**src/rtl/calc_pkg.sv**
```systemverilog
// Shared encodings for the multi-port calculator core.
package calc_pkg;

  localparam int unsigned CMD_W  = 4;
  localparam int unsigned RESP_W = 2;

  typedef enum logic [CMD_W-1:0] {
    CMD_NOP = 4'd0,
    CMD_ADD = 4'd1,
    CMD_SUB = 4'd2,
    CMD_SHL = 4'd5,
    CMD_SHR = 4'd6
  } cmd_e;

  typedef enum logic [RESP_W-1:0] {
    RESP_NONE = 2'd0,
    RESP_OK   = 2'd1,
    RESP_OVF  = 2'd2,
    RESP_INV  = 2'd3
  } resp_e;

  typedef enum logic [1:0] {
    IDLE = 2'd0,
    OP2  = 2'd1,
    PEND = 2'd2
  } port_st_e;

endpackage

```
**src/rtl/calc_rr_arbiter.sv**
```systemverilog
// Round-robin arbiter: grants one requester per cycle, searching from the port after the last grant.
module calc_rr_arbiter #(
  parameter int unsigned NUM_PORTS = 4,
  parameter int unsigned IdxW      = (NUM_PORTS > 1) ? $clog2(NUM_PORTS) : 1
) (
  input  logic                 clk_i,
  input  logic                 rst_i,
  input  logic [NUM_PORTS-1:0] req_i,
  output logic [NUM_PORTS-1:0] gnt_o,
  output logic [IdxW-1:0]      gnt_idx_o
);

  logic [IdxW-1:0] last_q;
  logic [IdxW-1:0] cand;
  logic            found;

  always_comb begin
    gnt_o     = '0;
    gnt_idx_o = '0;
    cand      = '0;
    found     = 1'b0;
    for (int unsigned off = 1; off <= NUM_PORTS; off++) begin
      cand = IdxW'((32'(last_q) + off) % NUM_PORTS);
      if (!found && req_i[cand]) begin
        found       = 1'b1;
        gnt_o[cand] = 1'b1;
        gnt_idx_o   = cand;
      end
    end
  end

  // Reset pointer to the last port so port 0 wins first.
  always_ff @(posedge clk_i or posedge rst_i) begin
    if (rst_i) begin
      last_q <= IdxW'(NUM_PORTS - 1);
    end else if (found) begin
      last_q <= gnt_idx_o;
    end
  end

endmodule

```
**src/rtl/calc_multi_core.sv**
```systemverilog
// Multi-port calculator: per-port command/operand capture, one shared registered ALU,
// round-robin arbitration. Define CALC_SHIFT_EN to build the SHL/SHR shifter.
module calc_multi_core
  import calc_pkg::*;
#(
  parameter int unsigned NUM_PORTS = 4,
  parameter int unsigned WIDTH     = 32
) (
  input  logic                         clk,
  input  logic                         reset,
  input  logic [CMD_W*NUM_PORTS-1:0]   cmd_in,
  input  logic [WIDTH*NUM_PORTS-1:0]   data_in,
  output logic [RESP_W*NUM_PORTS-1:0]  resp_out,
  output logic [WIDTH*NUM_PORTS-1:0]   data_out
);

  localparam int unsigned IdxW = (NUM_PORTS > 1) ? $clog2(NUM_PORTS) : 1;

  port_st_e         st_q  [NUM_PORTS];
  logic [CMD_W-1:0] cmd_q [NUM_PORTS];
  logic [WIDTH-1:0] op1_q [NUM_PORTS];
  logic [WIDTH-1:0] op2_q [NUM_PORTS];

  logic [NUM_PORTS-1:0][RESP_W-1:0] resp_q;
  logic [NUM_PORTS-1:0][WIDTH-1:0]  data_q;

  logic [NUM_PORTS-1:0] req;
  logic [NUM_PORTS-1:0] gnt;
  logic [IdxW-1:0]      gnt_idx;

  logic [CMD_W-1:0]  alu_cmd;
  logic [WIDTH-1:0]  alu_a;
  logic [WIDTH-1:0]  alu_b;
  logic [WIDTH:0]    alu_sum;
  logic [RESP_W-1:0] alu_resp;
  logic [WIDTH-1:0]  alu_data;

  always_comb begin
    for (int i = 0; i < NUM_PORTS; i++) begin
      req[i] = (st_q[i] == PEND);
    end
  end

  calc_rr_arbiter #(
    .NUM_PORTS (NUM_PORTS),
    .IdxW      (IdxW)
  ) u_arb (
    .clk_i     (clk),
    .rst_i     (reset),
    .req_i     (req),
    .gnt_o     (gnt),
    .gnt_idx_o (gnt_idx)
  );

  assign alu_cmd = cmd_q[gnt_idx];
  assign alu_a   = op1_q[gnt_idx];
  assign alu_b   = op2_q[gnt_idx];
  assign alu_sum = {1'b0, alu_a} + {1'b0, alu_b};

`ifdef CALC_SHIFT_EN
  localparam int unsigned ShW = $clog2(WIDTH);
`endif

  always_comb begin
    alu_resp = RESP_OK;
    alu_data = '0;
    case (alu_cmd)
      CMD_ADD: begin
        if (alu_sum[WIDTH]) alu_resp = RESP_OVF;
        else                alu_data = alu_sum[WIDTH-1:0];
      end
      CMD_SUB: begin
        if (alu_b > alu_a) alu_resp = RESP_OVF;
        else               alu_data = alu_a - alu_b;
      end
`ifdef CALC_SHIFT_EN
      CMD_SHL: alu_data = alu_a << alu_b[ShW-1:0];
      CMD_SHR: alu_data = alu_a >> alu_b[ShW-1:0];
`endif
      default: alu_resp = RESP_INV;
    endcase
  end

  // Per-port FSMs plus registered responses; only the granted port sees a nonzero response.
  always_ff @(posedge clk or posedge reset) begin
    if (reset) begin
      for (int i = 0; i < NUM_PORTS; i++) begin
        st_q[i]  <= IDLE;
        cmd_q[i] <= '0;
        op1_q[i] <= '0;
        op2_q[i] <= '0;
      end
      resp_q <= '0;
      data_q <= '0;
    end else begin
      for (int i = 0; i < NUM_PORTS; i++) begin
        case (st_q[i])
          IDLE: begin
            if (cmd_in[i*CMD_W +: CMD_W] != CMD_NOP) begin
              cmd_q[i] <= cmd_in[i*CMD_W +: CMD_W];
              op1_q[i] <= data_in[i*WIDTH +: WIDTH];
              st_q[i]  <= OP2;
            end
          end
          OP2: begin
            op2_q[i] <= data_in[i*WIDTH +: WIDTH];
            st_q[i]  <= PEND;
          end
          PEND: begin
            if (gnt[i]) st_q[i] <= IDLE;
          end
          default: st_q[i] <= IDLE;
        endcase
        resp_q[i] <= gnt[i] ? alu_resp : '0;
        data_q[i] <= gnt[i] ? alu_data : '0;
      end
    end
  end

  assign resp_out = resp_q;
  assign data_out = data_q;

endmodule

```
**config.mk**
```make
export PLATFORM = sky130hd
export DESIGN_NAME = calc_multi_core
export DESIGN_NICKNAME = d
export VERILOG_FILES = /design/src/rtl/calc_pkg.sv /design/src/rtl/calc_rr_arbiter.sv /design/src/rtl/calc_multi_core.sv
export SDC_FILE = /design/constraint.sdc
export NUM_CORES = 1
export LEC_CHECK = 0
export ABC_AREA = 1
export CAP_MARGIN = 20
export CORE_MARGIN = 3
export CORE_UTILIZATION = 55
export CTS_BUF_LIST = sky130_fd_sc_hd__clkbuf_4 sky130_fd_sc_hd__clkbuf_8
export DETAILED_ROUTE_END_ITERATION = 7
export MAX_ROUTING_LAYER = met4
export PLACE_DENSITY = 0.82
export SYNTH_ARGS = -nofsm -noshare
export SYNTH_HDL_FRONTEND = slang
export SYNTH_SLANG_ARGS = --single-unit
```
**constraint.sdc**
```tcl
create_clock -name clk -period 23.4 [get_ports clk]
set_input_delay 4.68 -clock clk [delete_from_list [all_inputs] [get_ports clk]]
set_output_delay 4.68 -clock clk [all_outputs]
set_load 0.05 [all_outputs]
```
==> run_results.csv <==
group,metric,value,unit
synth,synth_xor_area_share,1.40,%
placed_design,dp_hpwl,51800,µm
timing,timing.final.crit_share,33.2,%
worst_setup_path,crit_buf_inv,7,
final_layout,antenna_cells,0,
worst_setup_path,cp_common_cell,"inv_1",
synth,synthAdderAreaFrac,4.24,%
timing,setup_tns,0,ns
clock_tree,cts_tree,"done",
synth,synthCells,2851,
worst_setup_path,worstSetupStartpointType,"register",
floorplanning,coreArea,40000,µm²
synth,synth_area_per_cell,7.88,µm²
clock_tree,ctsHtreeMaxLevel,3,
floorplanning,die_height,208,µm
clock_tree,cts.sinks,418,
timing,rsz0062_at_grt,"no",
timing,fin_crit,7.77,ns
final_layout,area_growth_syn_to_layout,20.7,%
worst_setup_path,slowest_delay,0.67,ns
floorplanning,io_pins,282,
global_route,use_met3,6.09,%
synth,synth_top_area_share,46.3,%
worst_setup_path,reg2reg_to,"data_out[124]",
run,drv_cap,0,
global_route,groute.usage.overall,33.9,%
route,ant_nets,0,
synth,synth_top_family_by_area,"simple AND/OR/NAND/NOR gates",
final_layout,final_layout_size_suffix_gt1_share,8.40,%
synth,synth_compound_area_share,16.5,%
placed_design,dpl_worst_slack,15.80,ns
clock_tree,cts-root-buf,"clkbuf_8",
global_route,grt_pass1_wl,114000,µm
global_route,antenna_found_initial,0,
synth,synth_area,22500,µm²
synth,synth_edf_count,0,
final_layout,fin_nets,3304,
timing,fmax,129,MHz
outcome,status,"complete, no violations",
synth,synth_ff_type,"dfrtp_1",
worst_setup_path,cp.arrival,8.26,ns
global_route,grt_pass1_vias,20700,
floorplanning,start_util,56.1,%
min_path,holdPathEnd,"op1_q[41]",
global_route,use_met2,51.7,%
synth,ys_ff_latch,418,
clock_tree,cts_hold_buf,0,
synth,async_flop_share,100,%
clock_tree,clk_latency,0.65,ns
worst_setup_path,crit_family,"simple AND/OR/NAND/NOR gates",
timing,fin_ws,15.63,ns
global_route,grtUsageMet1,46.2,%
global_route,busiest_layer,"met2",
timing,finalHoldViolations,0,
route,drt_iter0_drc,1864,
floorplanning,dieArea,43300,µm²
route,drt_wl_total,72900,µm
route,drt-pass1-iter-count,8,
worst_setup_path,cp_max_fo,76,
timing,slew_viol_final,0,
global_route,grt_overflow,0,
synth,yosysWarnings,0,
synth,yosysUniqueCellTypes,44,
worst_setup_path,crit_required,23.89,ns
worst_setup_path,critical-path-slowest-cell,"clkinv_1",
final_layout,final_core_util,67.8,%
floorplanning,fp-row-count,73,
placed_design,io_buffers,281,
synth,synth_area_leaders,"dfrtp_1 46%, nand2_1 9.9%, o21ai_0 6.6%",
final_layout,final-seq-area,10500,µm²
final_layout,fillers,3306,
floorplanning,die_x,208,µm
clock_tree,numCtsBuffers,69,
synth,synth_top_area_cell,"dfrtp_1",
route,post_drt_wl_per_cell,19.9,µm
synth,yosys.area_share.simple,21.2,%
clock_tree,cts.repair.resized,0,
clock_tree,clk_pin_slew,0.07,ns
route,dr_total_vias,21200,
timing,max_slew_margin,31.4,%
placed_design,gp_congestion,1.02,
timing,finalSetupViolations,0,
worst_setup_path,r2r_slack,15.63,ns
min_path,hp-start,"op1_q[41]",
clock_tree,postCtsSetupBuffers,0,
timing,clock_skew,0.0442,ns
route,drc,0,
clock_tree,clk_path_buf_depth,3,
synth,synthMuxAreaShare,0.902,%
worst_setup_path,worst-setup-path-type,"register to register",
global_route,grt_max_degree,100,
timing,worst_slew_pin_slew,1.03,ns
synth,syn-num-nets,3072,
synth,netlist_top_cells_count,"590 x nand2_1, 416 x dfrtp_1, 364 x inv_1, 296 x o21ai_0, 282 x a21oi_1",
synth,yosys.cell_count.top_type,"nand2_1",
route,viasPerCell,5.80,
final_layout,multi_input_area,9960,µm²
synth,synth-seq-area-share,46.6,%
worst_setup_path,rr_startpoint,"u_arb.last_q[1]",
worst_setup_path,r2r_cells,25,
min_path,hold_path.class,"register to register",
min_path,hold_depth,2,
worst_setup_path,cp-end-kind,"register",
==> kinds of logic (layout without fill, tap and decap cells) <==
logic type,count (synthesis),count (layout)
AO/OA/AOI/OAI,680,680
adder cells (fa/ha/maj),75,75
flip-flops,418,418
multiplexers,18,18
AND/OR/NAND/NOR,1102,1102
buffers and inverters,522,802
XOR/XNOR,36,36
==> placed cells by master, fill, tap and decap left out, drive strengths merged <==
cell,count
a21boi,8
a21o,4
a21oi,283
a221oi,5
a22oi,13
a32oi,32
and2,1
and3,3
buf,29
bufinv,1
clkbuf,103
clkdlybuf4s50,281
clkinv,15
clkinvlp,3
dfrtp,416
dfstp,2
fa,2
ha,73
inv,370
mux2,18
nand2,598
nand2b,1
nand3,88
nand3b,1
nand4,88
nor2,235
nor3,16
nor4,7
o211ai,18
o21a,4
o21ai,299
o21bai,13
o22ai,1
or2,64
xnor2,1
xor2,35
==> worst register-to-register path, delay by kind of cell, from the launching register on <==
| family | cells | cell delay (ns) |
|---|---|---|
| compound gates | 6 | 1.37 |
| simple gates | 10 | 2.31 |
| flops | 1 | 0.66 |
| fa+ha+maj | 2 | 0.97 |
| buf+inv | 7 | 2.29 |
==> per-stage QoR <==
step / cells / hold WS [ns] / area (µm²)
after floorplan: 2851 / 0.437 / 22500
after global placement: 3528 / 0.449 / 25500
after detailed placement: 3532 / 0.454 / 25500
after CTS: 3651 / 0.468 / 27000
after global routing: 3656 / 0.491 / 27100
final: 3656 / 0.467 / 27100
==> worst max-delay path by stage <==
stage                          from            end  slack (ns)  cells past startpoint
detailed placement            reset     op1_q[120]       15.80                      4
global route        u_arb.last_q[1]   data_out[49]       15.10                     26
global placement              reset     op1_q[120]       15.86                      4
CTS                 u_arb.last_q[1]  data_out[124]       15.87                     30
finish              u_arb.last_q[1]  data_out[124]       15.63                     25
floorplan                     reset       cmd_q[0]        7.09                      1
==> area by class of cell <==
class | instances | area share, %
timing repair buffer | 310 | 11.7
clock buffer | 103 | 4.79
multi-input combinational | 1911 | 36.7
sequential | 418 | 38.6
tap | 525 | 2.42
inverter | 373 | 5.19
clock inverter | 16 | 0.535
==> flip-flops by register name, summed over array words and instances (netlist names) <==
signal,flops
st_q,8
resp_out,8
op1_q,128
op2_q,128
data_out,128
cmd_q,16
u_arb.last_q,2
==> metal layers <==
| layer | part of all wire (%) | vias up |
|---|---|---|
| li1 | - | 9736 |
| met1 | 42 | 10200 |
| met2 | 46 | 1125 |
| met3 | 9.1 | 151 |
| met4 | 3.2 | 0 |
| met5 | 0 | - |
Power is left out: the tool's default activity adds up to more than one toggle a clock period on the data nets, which glitch-free logic cannot reach.
